--- config.mk ---
export PLATFORM = sky130hd
export DESIGN_NAME = regfile_test_access
export DESIGN_NICKNAME = d
export VERILOG_FILES = /design/src/rtl/rf_test_pkg.sv /design/src/rtl/rr_arbiter.sv /design/src/rtl/regfile_test_access.sv
export SDC_FILE = /design/constraint.sdc
export NUM_CORES = 1
export LEC_CHECK = 0
export CAP_MARGIN = 5
export CORE_ASPECT_RATIO = 0.5
export CORE_MARGIN = 2
export CORE_UTILIZATION = 30
export CTS_CLUSTER_DIAMETER = 150
export CTS_CLUSTER_SIZE = 28
export DETAILED_ROUTE_END_ITERATION = 8
export GPL_TIMING_DRIVEN = 0
export PLACE_DENSITY = 0.73
export SLEW_MARGIN = 20
export SYNTH_ARGS = -nofsm -noshare
export SYNTH_HDL_FRONTEND = slang
export SYNTH_SLANG_ARGS = --single-unit
--- constraint.sdc ---
create_clock -name clock -period 1.7 [get_ports clock]
set_input_delay 0.17 -clock clock [delete_from_list [all_inputs] [get_ports clock]]
set_output_delay 0.17 -clock clock [all_outputs]
set_load 0.05 [all_outputs]
--- src/rtl/rf_test_pkg.sv ---
// -----------------------------------------------------------------------------
// rf_test_pkg
// Shared types and default sizes for the register-file test-access block.
//   state_t     : arbitration FSM states (PROC, SWITCH, ARB, EXEC, RESP)
//   DATA_W_DEF  : default register data width
//   ADDR_W_DEF  : default register index width
//   idx_w()     : width of a channel index, at least 1 bit
// -----------------------------------------------------------------------------
package rf_test_pkg;

  localparam int DATA_W_DEF = 32;
  localparam int ADDR_W_DEF = 5;

  typedef enum logic [2:0] {
    PROC   = 3'd0,
    SWITCH = 3'd1,
    ARB    = 3'd2,
    EXEC   = 3'd3,
    RESP   = 3'd4
  } state_t;

  // A single channel still needs a 1-bit index so that ports never collapse
  // to zero width.
  function automatic int idx_w(input int n);
    return (n > 1) ? $clog2(n) : 1;
  endfunction

endpackage

--- src/rtl/rr_arbiter.sv ---
// -----------------------------------------------------------------------------
// rr_arbiter
// Combinational round-robin picker. The pointer names the most recently
// granted requester; the scan starts at pointer+1 and wraps, so that requester
// has the lowest priority. The pointer register lives in the parent.
// Ports:
//   req        in  [N-1:0]      request vector
//   ptr        in  [IDX_W-1:0]  last granted index
//   grant      out [N-1:0]      one-hot grant (all zero when no request)
//   grant_idx  out [IDX_W-1:0]  index of the granted requester
// -----------------------------------------------------------------------------
module rr_arbiter
  import rf_test_pkg::*;
#(
  parameter int N     = 2,
  parameter int IDX_W = idx_w(N)
) (
  input  logic [N-1:0]     req,
  input  logic [IDX_W-1:0] ptr,
  output logic [N-1:0]     grant,
  output logic [IDX_W-1:0] grant_idx
);

  logic             w_found;
  logic [IDX_W-1:0] w_cand;

  always_comb begin
    grant     = '0;
    grant_idx = '0;
    w_found   = 1'b0;
    w_cand    = '0;
    // k runs 1..N so the pointer itself is visited last.
    for (int k = 1; k <= N; k++) begin
      w_cand = IDX_W'((int'(ptr) + k) % N);
      if (!w_found && req[w_cand]) begin
        w_found        = 1'b1;
        grant[w_cand]  = 1'b1;
        grant_idx      = w_cand;
      end
    end
  end

endmodule

--- src/rtl/regfile_test_access.sv ---
// -----------------------------------------------------------------------------
// regfile_test_access
// Arbitrates register-file access between the processor and N_CH test
// channels. In PROC the processor drives the regfile directly; raising `test`
// moves through SWITCH into ARB, where channels are granted round-robin, one
// request per three cycles (ARB accept, EXEC access, RESP response).
//
// Handshake: a channel raises ch_req_valid[i] and holds write/addr/wdata
// stable; the transfer happens in the single cycle where ch_req_valid[i] and
// ch_req_ready[i] are both 1. A channel may drop valid before that cycle.
// ch_rsp_valid[i] pulses exactly two cycles after its accept, with the result
// on ch_rsp_data (read data, or the echoed write data), held until the next
// response.
//
// Optional feature, macro RF_WRITE_MONITOR_EN: registered copy of every
// regfile write on mon_valid/mon_reg/mon_data. Without the macro those
// outputs are tied 0.
//
// Ports:
//   clock, reset                  clock, synchronous active-high reset
//   test                          level request for test mode
//   proc_we/wr_reg/rd_a/rd_b/wr_data   processor side
//   proc_stall                    1 whenever processor access is blocked
//   ch_req_valid/ready/write/addr/wdata   packed per-channel request
//   ch_rsp_valid, ch_rsp_data     one-hot response pulse, shared data
//   rf_we/wr_reg/rd_a/rd_b/wr_data, rf_rd_data_a/b   regfile side
//   mon_valid/mon_reg/mon_data    write monitor
//   dbg_state                     current FSM state (state_t encoding)
// -----------------------------------------------------------------------------
module regfile_test_access
  import rf_test_pkg::*;
#(
  parameter int DATA_W = DATA_W_DEF,
  parameter int ADDR_W = ADDR_W_DEF,
  parameter int N_CH   = 2
) (
  input  logic                     clock,
  input  logic                     reset,
  input  logic                     test,
  input  logic                     proc_we,
  input  logic [ADDR_W-1:0]        proc_wr_reg,
  input  logic [ADDR_W-1:0]        proc_rd_a,
  input  logic [ADDR_W-1:0]        proc_rd_b,
  input  logic [DATA_W-1:0]        proc_wr_data,
  output logic                     proc_stall,
  input  logic [N_CH-1:0]          ch_req_valid,
  output logic [N_CH-1:0]          ch_req_ready,
  input  logic [N_CH-1:0]          ch_req_write,
  input  logic [N_CH*ADDR_W-1:0]   ch_req_addr,
  input  logic [N_CH*DATA_W-1:0]   ch_req_wdata,
  output logic [N_CH-1:0]          ch_rsp_valid,
  output logic [DATA_W-1:0]        ch_rsp_data,
  output logic                     rf_we,
  output logic [ADDR_W-1:0]        rf_wr_reg,
  output logic [ADDR_W-1:0]        rf_rd_a,
  output logic [ADDR_W-1:0]        rf_rd_b,
  output logic [DATA_W-1:0]        rf_wr_data,
  input  logic [DATA_W-1:0]        rf_rd_data_a,
  input  logic [DATA_W-1:0]        rf_rd_data_b,
  output logic                     mon_valid,
  output logic [ADDR_W-1:0]        mon_reg,
  output logic [DATA_W-1:0]        mon_data,
  output logic [2:0]               dbg_state
);

  localparam int IDX_W = idx_w(N_CH);

  state_t            r_state;
  state_t            w_next;
  logic [IDX_W-1:0]  r_ptr;
  logic [IDX_W-1:0]  r_gidx;
  logic              r_wr;
  logic [ADDR_W-1:0] r_addr;
  logic [DATA_W-1:0] r_wdata;
  logic [DATA_W-1:0] r_rsp_data;

  logic [N_CH-1:0]   w_grant;
  logic [IDX_W-1:0]  w_gidx;
  logic              w_any_req;
  logic              w_accept;
  logic [N_CH-1:0]   w_rsp_onehot;

  // Only port A is used for channel reads; port B is passed through for the
  // processor and its data never enters this block.
  logic w_unused_ok;
  assign w_unused_ok = ^{rf_rd_data_b, 1'b0};

  rr_arbiter #(.N(N_CH), .IDX_W(IDX_W)) u_arb (
    .req       (ch_req_valid),
    .ptr       (r_ptr),
    .grant     (w_grant),
    .grant_idx (w_gidx)
  );

  assign w_any_req = |ch_req_valid;
  assign w_accept  = (r_state == ARB) && w_any_req;

  // ---------------------------------------------------------------------------
  // FSM state register and request/response registers
  // ---------------------------------------------------------------------------
  always_ff @(posedge clock) begin
    if (reset) begin
      r_state    <= PROC;
      r_ptr      <= IDX_W'(N_CH - 1);
      r_gidx     <= '0;
      r_wr       <= 1'b0;
      r_addr     <= '0;
      r_wdata    <= '0;
      r_rsp_data <= '0;
    end else begin
      r_state <= w_next;
      if (w_accept) begin
        r_gidx  <= w_gidx;
        r_ptr   <= w_gidx;
        r_wr    <= ch_req_write[w_gidx];
        r_addr  <= ch_req_addr[int'(w_gidx)*ADDR_W +: ADDR_W];
        r_wdata <= ch_req_wdata[int'(w_gidx)*DATA_W +: DATA_W];
      end
      if (r_state == EXEC) begin
        r_rsp_data <= r_wr ? r_wdata : rf_rd_data_a;
      end
    end
  end

  // ---------------------------------------------------------------------------
  // Next state
  // ---------------------------------------------------------------------------
  always_comb begin
    w_next = r_state;
    unique case (r_state)
      PROC:    w_next = test ? SWITCH : PROC;
      SWITCH:  w_next = test ? ARB : PROC;
      ARB: begin
        if (w_any_req)  w_next = EXEC;
        else if (!test) w_next = PROC;
      end
      EXEC:    w_next = RESP;
      RESP:    w_next = test ? ARB : PROC;
      default: w_next = PROC;
    endcase
  end

  // ---------------------------------------------------------------------------
  // Regfile mux and handshake outputs
  // ---------------------------------------------------------------------------
  always_comb begin
    rf_we      = 1'b0;
    rf_wr_reg  = proc_wr_reg;
    rf_rd_a    = proc_rd_a;
    rf_rd_b    = proc_rd_b;
    rf_wr_data = proc_wr_data;
    if (r_state == PROC) begin
      rf_we = proc_we;
    end else if (r_state == EXEC) begin
      rf_we      = r_wr;
      rf_wr_reg  = r_addr;
      rf_wr_data = r_wdata;
      rf_rd_a    = r_addr;
    end
  end

  always_comb begin
    w_rsp_onehot = '0;
    for (int i = 0; i < N_CH; i++) begin
      w_rsp_onehot[i] = (r_state == RESP) && (int'(r_gidx) == i);
    end
  end

  assign proc_stall   = (r_state != PROC);
  assign ch_req_ready = w_grant & {N_CH{r_state == ARB}};
  assign ch_rsp_valid = w_rsp_onehot;
  assign ch_rsp_data  = r_rsp_data;
  assign dbg_state    = r_state;

  // ---------------------------------------------------------------------------
  // Write monitor
  // ---------------------------------------------------------------------------
`ifdef RF_WRITE_MONITOR_EN
  logic              r_mon_valid;
  logic [ADDR_W-1:0] r_mon_reg;
  logic [DATA_W-1:0] r_mon_data;

  always_ff @(posedge clock) begin
    if (reset) begin
      r_mon_valid <= 1'b0;
      r_mon_reg   <= '0;
      r_mon_data  <= '0;
    end else begin
      r_mon_valid <= rf_we;
      if (rf_we) begin
        r_mon_reg  <= rf_wr_reg;
        r_mon_data <= rf_wr_data;
      end
    end
  end

  assign mon_valid = r_mon_valid;
  assign mon_reg   = r_mon_reg;
  assign mon_data  = r_mon_data;
`else
  assign mon_valid = 1'b0;
  assign mon_reg   = '0;
  assign mon_data  = '0;
`endif

endmodule

**After elaboration in Yosys (flattened, before gate mapping)**

Index checks and enable logic that the tools add are counted.

- Logic and storage cells: 65
- Input port bits: 193
- Register bits: 75

- Magnitude comparators: 5
- Equality and inequality tests: 5
- Shift operators: 2
- Bitwise logic cells: 3
- Add/sub/neg operators: 2
- $mul: 1
- Reductions and logical operators: 11
- Multiplexer cells: 29

Operators by type and width:

| cell | count |
|---|---|
| $mux W32 | 3 |
| $shiftx A64 B7 Y32 | 1 |
| $mux W5 | 4 |
| $mux W1 | 14 |
| $pmux W3 S4 | 1 |
| $shiftx A10 B5 Y5 | 1 |
| $eq A3 B2 Y1 const B | 2 |
| $logic_and A1 B1 Y1 | 6 |
| $lt A1 B2 Y1 const B | 3 |
| $mux W2 | 3 |
| $mux W3 | 2 |
| $mul A1 B3 Y4 const B | 1 |
| $reduce_or A2 Y1 | 2 |
| $eq A3 B1 Y1 const B | 1 |
| $eq A3 B3 Y1 const B | 1 |
| $logic_not A3 Y1 | 1 |
| $ne A3 B3 Y1 const B | 1 |
| $reduce_bool A3 Y1 | 1 |
| $add A1 B1 Y1 const B | 2 |
| $and A2 B2 Y2 | 1 |
| $demux W1 S1 | 2 |
| $ge A1 B1 Y1 const B | 2 |
| $or A2 B2 Y2 | 1 |
| $logic_not A1 Y1 | 1 |
| $not A1 Y1 | 1 |

**Longest topological paths before layout**

Gate-level depths: netlist (run 1).

- Depth in word-level cells: 9
- Gate-level depth with buffers: 6
- Depth with buffers taken out: 3

**By module**

From an unflattened synthesis (run 1), not the netlist that was laid out.

- Cell total of the unflattened synthesis: 528
- Area, all modules: 4276.6 µm²

Modules (own cells, without submodules):

| module | cells an instance | area each (µm²) | instances |
|---|---|---|---|
| regfile_test_access | 524 | 4250.3 | 1 |
| rr_arbiter | 4 | 26.3 | 1 |

**Worst setup path after synthesis (run 1)**

OpenSTA, ideal clock, no wires.

- Path type: register to output
- Start: reg r_state[2], in the netlist dbg_state[2]
- End: out ch_rsp_valid[0]
- Arrival time: 2.524 ns
- Cell stages (with the launch flop): 3
- Slack: -0.994 ns
- Buffers on the path: 1
- Cell sequence: dfxtp_1 -> clkbuf_1 -> nor4b_1

- Cells in the longest elaborated chain, start to end: 2

RTL lines:

| item | line | text |
|---|---|---|
| from (decl) | regfile_test_access.sv:68 | `state_t r_state;` |
| from (signal assigned) | regfile_test_access.sv:111 | `r_state <= w_next;` |
| $eq A3 B3 Y1 | regfile_test_access.sv:165 | `w_rsp_onehot[i] = (r_state == RESP) && (int'(r_gidx) == i);` |
| $logic_and A1 B1 Y1 | regfile_test_access.sv:165 |  |
| to (decl) | regfile_test_access.sv:51 | `output logic [N_CH-1:0] ch_rsp_valid,` |

No other way between the ends.

**Worst setup path in the final report (run 1)**

- Start: reg r_state[2], in the netlist dbg_state[2]
- End: out rf_wr_data[12]

- Cells in the longest elaborated chain, start to end: 3
- Elaborated cells on any way between the ends: 4
- Classes of those cells: eq/ne (1); mux (2); reduce/logical (1)

RTL lines:

| item | line | text |
|---|---|---|
| $eq A3 B2 Y1 | regfile_test_access.sv:154 | `end else if (r_state == EXEC) begin` |
| $mux W32 | regfile_test_access.sv:154 |  |
| $mux W32 (*) | regfile_test_access.sv:152 | `if (r_state == PROC) begin` |
| to (decl) | regfile_test_access.sv:57 | `output logic [DATA_W-1:0] rf_wr_data,` |

Mark *: on every way between the ends. The rest lies on a longest branch, timed or not.

==> out/results.ini, run 1 <==
[route]
drtAntennaViolNets=0
wl_um=17510
dr.pass1.iters=5
drc=0
first_iter_violations=251
vias=4784
vias_per_cell=4.803
wire_per_inst_um=17.58

[pwr]
max-vdd-ir-drop_uv=439.7
p_leak_uw=0.003399
power_density_nw_per_um2=680.4

[critical_path]
end_kind=output pin
worstPathRequired_ns=1.53
path_max_fanout=6
worstSetupStartpointType=register
arrival_ns=1.73
path_class=register to output pin

[sta]
setup_ws_ns=-0.1972
setup_viol=48
fmax_mhz=527.1
tns_ns=-5.369
report.final.slew_viol_count=0
rsz0062_at_grt=true
hold_viol=0
period_minus_slack_ns=1.897
relSlewSlack=0.5574
finalCritPeriodShare=1.116
tightest_slew_ns=0.6639
fin_worst_skew_ns=0.007309

[clock_network]
htree_levels=3
tritoncts=done
clock_latency_ns=0.34
clockRootBuffer=clkbuf_16
cts_buffers=9
ctsHoldBuffers=0
clk_path_buf_depth=2
cts.sinks=75
clk_pin_slew_ns=0.06

[floorplanning]
rows=30
die_w_um=170.6
pin_count=319
die_h_um=87.28
start_util=0.3071
die_area_sq_um=14890
coreArea_sq_um=13550

[placement]
post-dp-hpwl_um=13080
post-place-ws_ns=-1.144
gp_congestion=0.8211
io_buffers=243

[yosys]
synthesis.area_sq_um=4161
synth_edf_count=0
ys.warnings.count=0
synthTopCellsByArea=dfxtp_1, buf_4, mux2i_1, nand2_1, o221a_2
ys.flop_type=dfxtp_1
synthArstFlopShare=0
synth_area_per_cell_sq_um=8.510
yosysTopAreaCell=dfxtp_1
synth_top_area_share=0.3608
ys_seq_elements=75
yosysSeqAreaShare=0.3608
syn_inst=489
ys_types=35

[final_layout]
final_nets=992
drive_above_1_share=0.3433
area_growth_pct=95.64
num_antenna_cells=0

[outcome]
run_status=finished, violations left
violations=setup timing

[grt]
grt_max_degree=15
grt_pass1_vias=4693
track_usage=0.2231
grt_pass1_wl_um=25140
grt.overflow.total=0
antenna_found_initial=0

[worst_hold_path]
holdCritPathClass=primary input to register

[job]
cap_viol_max_count=0

==> sequential cells by signal, indices dropped and copies added (netlist names) <==
name and count:
r_ptr 1, r_addr 5, dbg_state 3, ch_rsp_data 32, r_gidx 1, r_wdata 32
r_wr 1
==> metrics by stage <==
step,instances,hold slack (ns),util,cell area [sq um],total power [uW]
3_5_place_dp,961,0.4828,0.5400,7317,3524
4_1_cts,993,0.4398,0.5946,8056,5541
6_report,996,0.4731,0.6008,8142,5539
5_1_grt,996,0.4672,0.6008,8142,5722
3_3_place_gp,961,0.4761,0.5400,7317,3509
2_1_floorplan,526,0.3278,-,4644,2877
==> per-layer routing <==
| metal | wire length [um] | up-vias | part of all wire | GRT usage |
|---|---|---|---|---|
| met5 | 0 | - | 0 | 0 |
| met4 | 374 | 0 | 0.021 | 0.06838 |
| met3 | 1031 | 28 | 0.059 | 0.04498 |
| met2 | 9091 | 198 | 0.52 | 0.4100 |
| met1 | 7013 | 2262 | 0.40 | 0.2643 |
| li1 | - | 2296 | - | - |
==> cell families (layout without fill, tap and decap cells) <==
family                 after synthesis  count (layout)  share of synthesized area
other                                1              38                  0.0009011
buffers and inverters              113             391                     0.1476
AOI/OAI and AO/OA                  137             137                     0.2823
and+or+nand+nor                    131             131                     0.1314
DFF                                 75              75                     0.3608
muxes                               32              32                    0.07697
==> critical path, cell delays in order (launching register included) <==
cell       delay (ns)
dfxtp_2          0.33
buf_8            0.12
nand3b_1         0.16
buf_6            0.15
buf_8            0.13
clkbuf_16        0.17
o21ai_4          0.15
buf_6            0.17
==> cell usage in the layout (no fill, tap or decap), types with 32 or more instances in the layout <==
| cell | count |
|---|---|
| nand2_2 | 37 |
| nor2_1 | 34 |
| buf_6 | 39 |
| nand2_1 | 43 |
| clkdlybuf4s50_1 | 180 |
| a211oi_1 | 32 |
| conb_1 | 38 |
| buf_4 | 62 |
| mux2i_1 | 32 |
| dfxtp_1 | 72 |
==> power breakdown <==
part / internal (uW) / switching (uW) / total [uW] / leakage (uW)
sequential: 1820 / 45.1 / 1870 / 0.000609
combinational: 785 / 941 / 1730 / 0.00266
clock: 1140 / 804 / 1950 / 0.000134
total: 3750 / 1790 / 5540 / 0.00340
==> worst paths after layout <==
path                                start                      endpoint  slack (ns)  cells past startpoint
min reg2reg  ch_rsp_data[22]$_SDFFE_PP0N_  ch_rsp_data[22]$_SDFFE_PP0N_        0.50                      2
max reg2reg     dbg_state[2]$_SDFFE_PP0P_      r_wdata[21]$_SDFFE_PP0P_       -0.01                      7
max             dbg_state[2]$_SDFFE_PP0P_                rf_wr_data[12]       -0.20                      7
min                      ch_req_wdata[47]      r_wdata[15]$_SDFFE_PP0P_        0.47                      2
==> synth_stat cells, types with 2 or more instances <==
cell	count
inv_1	24
buf_1	5
nand4bb_1	2
nand2_1	85
buf_4	44
o221a_2	28
o22ai_2	10
clkbuf_1	29
mux2i_1	32
nor4bb_1	2
a21o_1	2
a211oi_1	32
o221a_1	10
nor2_1	34
buf_2	8
o21ai_0	20
o2bb2ai_1	18
buf_6	2
a21oi_1	2
dfxtp_1	75
o22ai_1	11
==> repair_timing <==
item / CTS / global route
pin swaps: 3 / 2
setup endpoints to repair: 88 / 126
resized for setup: 399 / 52
setup buffers: 14 / 4
gates cloned: 2 / 0
==> layout make-up <==
type                    instances  area, sq um
plain buffers                  87        696.9
clock buffers                   9        225.2
clock inverters                 7        77.57
fillers                      1155         5409
inverters                      25        101.3
multi-input cells             338         2585
flip-flops and latches         75         1510
well taps                     192        240.2
repair buffers                263         2705
No activity file was read; power rests on OpenSTA's default activity.
==> run 2, diff against run 1 <==
Settings changed: CORE_MARGIN 2 to 10, TNS_END_PERCENT from default to 50.
==> out/results.ini, run 2 (synthesis results as in run 1) <==
[outcome]
run_status=finished, violations left  ; unchanged
violations=setup timing  ; unchanged

[route]
dr.pass1.iters=4  ; was 5
vias_per_cell=4.767  ; was 4.803
first_iter_violations=218  ; was 251
wl_um=19710  ; was 17510 um
drc=0  ; unchanged
drtAntennaViolNets=0  ; unchanged
vias=4753  ; was 4784
wire_per_inst_um=19.76  ; was 17.58 um

[job]
cap_viol_max_count=0  ; unchanged

[final_layout]
multi_input_comb_area_sq_um=2564  ; was 2585 sq um
final_cell_mix=clkdlybuf4s50_1, dfxtp_1, buf_4, nand2_1, conb_1  ; was clkdlybuf4s50_1, dfxtp_1, buf_4, nand2_1, buf_6
nFillCells=1136  ; was 1155
final_cells=997  ; was 996
final_nets=993  ; was 992
regArea_sq_um=1513  ; was 1510 sq um
num_antenna_cells=0  ; unchanged
final_common_cell=clkdlybuf4s50_1  ; unchanged
drive_above_1_share=0.3379  ; was 0.3433
area_growth_pct=98.29  ; was 95.64%

[clock_network]
clk_path_buf_depth=2  ; unchanged
clockRootBuffer=clkbuf_16  ; unchanged
htree_levels=3  ; unchanged
clock_latency_ns=0.34  ; about the same
cts.sinks=75  ; unchanged
cts_buffers=9  ; unchanged
ctsHoldBuffers=0  ; unchanged
tritoncts=done  ; unchanged
clk_pin_slew_ns=0.06  ; about the same

[critical_path]
worstPathRequired_ns=1.53  ; about the same
end_kind=output pin  ; unchanged
path_max_fanout=10  ; was 6
path_class=register to output pin  ; unchanged
arrival_ns=1.69  ; was 1.73 ns
worstSetupStartpointType=register  ; unchanged

[floorplanning]
die_h_um=103.3  ; was 87.28 um
die_area_sq_um=19270  ; was 14890 sq um
rows=30  ; unchanged
coreArea_sq_um=13550  ; unchanged
start_util=0.3071  ; unchanged
die_w_um=186.6  ; was 170.6 um
pin_count=319  ; unchanged

[placement]
io_buffers=243  ; unchanged
dpl.cell_count=961  ; unchanged
gp_congestion=0.8281  ; was 0.8211
post-dp-hpwl_um=15520  ; was 13080 um
post-place-ws_ns=-1.149  ; was -1.144 ns

[sta]
fmax_mhz=537.9  ; was 527.1 MHz
relSlewSlack=0.5344  ; was 0.5574
setup_viol=44  ; was 48
setup_ws_ns=-0.1591  ; was -0.1972 ns
hold_viol=0  ; unchanged
report.final.slew_viol_count=0  ; unchanged
finalCritPeriodShare=1.094  ; was 1.116
period_minus_slack_ns=1.859  ; was 1.897 ns
fin_worst_skew_ns=0.007793  ; was 0.007309 ns
rsz0062_at_grt=true  ; unchanged
tightest_slew_ns=0.6984  ; was 0.6639 ns

[grt]
track_usage=0.1905  ; was 0.2231
grt_max_degree=14  ; was 15
grt_pass1_wl_um=28580  ; was 25140 um
grt.overflow.total=0  ; unchanged
antenna_found_initial=0  ; unchanged
grt_pass1_vias=4963  ; was 4693

[pwr]
power_density_nw_per_um2=664.8  ; was 680.4 nW/um^2
max-vdd-ir-drop_uv=361.1  ; was 439.7 uV
p_leak_uw=0.003575  ; was 0.003399 uW

[worst_hold_path]
holdCritPathClass=primary input to register  ; unchanged

-- run 2: cell count changes in the layout (fill, tap and decap cells not counted), moves of 2 or more --
| cell | previous run | this run |
|---|---|---|
| buf_8 | 13 | 33 |
| buf_6 | 39 | 23 |
| dlymetal6s2s_1 | 11 | 18 |
| clkdlybuf4s50_1 | 180 | 174 |
| nand2_1 | 43 | 48 |
| nand2_4 | 5 | 0 |
| clkbuf_4 | 5 | 2 |
| buf_4 | 62 | 60 |
| clkbuf_16 | 12 | 14 |
| clkinvlp_4 | 4 | 2 |
-- run 2: final cells by class --
| type | count | share of cell area |
|---|---|---|
| Clock inverter | 5 | 0.004246 |
| Clock buffer | 11 | 0.03063 |
| Tap cell | 192 | 0.02911 |
| Sequential cell | 75 | 0.1833 |
| Buffer | 87 | 0.08764 |
| Inverter | 25 | 0.01228 |
| Multi-Input combinational cell | 338 | 0.3107 |
| Timing Repair Buffer | 264 | 0.3421 |
-- run 2: worst paths after layout --
path / cells after the start / slack [ns] / end / startpoint
worst max-delay path: 6 / -0.16 / rf_wr_data[13] / dbg_state[2]$_SDFFE_PP0P_
worst min-delay path: 2 / 0.47 / r_wdata[13]$_SDFFE_PP0P_ / ch_req_wdata[45]
worst max register to register: 7 / 0.04 / r_wdata[30]$_SDFFE_PP0P_ / dbg_state[2]$_SDFFE_PP0P_
worst min register to register: 2 / 0.49 / r_gidx$_SDFFE_PP0P_ / r_gidx$_SDFFE_PP0P_
-- run 2: power breakdown --
group / internal [uW] / leakage (uW) / total (uW) / switching [uW]
sequential: 1820 / 0.000609 / 1870 / 46.4
clock: 1070 / 0.000138 / 1850 / 783
combinational: 811 / 0.00283 / 1770 / 954
-- run 2: layer usage --
layer / part of all wire / track usage / up-vias
met2: 0.53 / 0.3620 / 172
met1: 0.38 / 0.1989 / 2254
met4: 0.034 / 0.08000 / 0
met3: 0.061 / 0.05321 / 34
li1: - / - / 2293
met5: 0 / 0 / -
-- run 2: critical path, cell delays in order, from the launching register on --
cell and delay, ns:
dfxtp_4 0.36, buf_8 0.12, nand3b_1 0.18, buf_8 0.18, clkbuf_16 0.19, o21ai_4 0.16, buf_8 0.16
-- run 2: what timing repair did --
| action | CTS | global route |
|---|---|---|
| pin swaps | 4 | 1 |
| gates resized for setup | 415 | 62 |
| cloned | 3 | 1 |
| buffers inserted | 10 | 7 |
| endpoints found under the setup margin | 87 | 134 |
-- run 2: through the flow --
stage | setup TNS, ns | hold slack (ns) | util | cell area [sq um] | power [uW]
floorplan | -0.2905 | 0.3278 | - | 4644 | 2877
global placement | -58.84 | 0.4764 | 0.5400 | 7317 | 3515
detailed placement | -60.68 | 0.4834 | 0.5400 | 7317 | 3533
CTS | -5.074 | 0.4498 | 0.5992 | 8119 | 5480
global route | -7.975 | 0.4677 | 0.6090 | 8252 | 5665
finish | -5.189 | 0.4653 | 0.6090 | 8252 | 5486
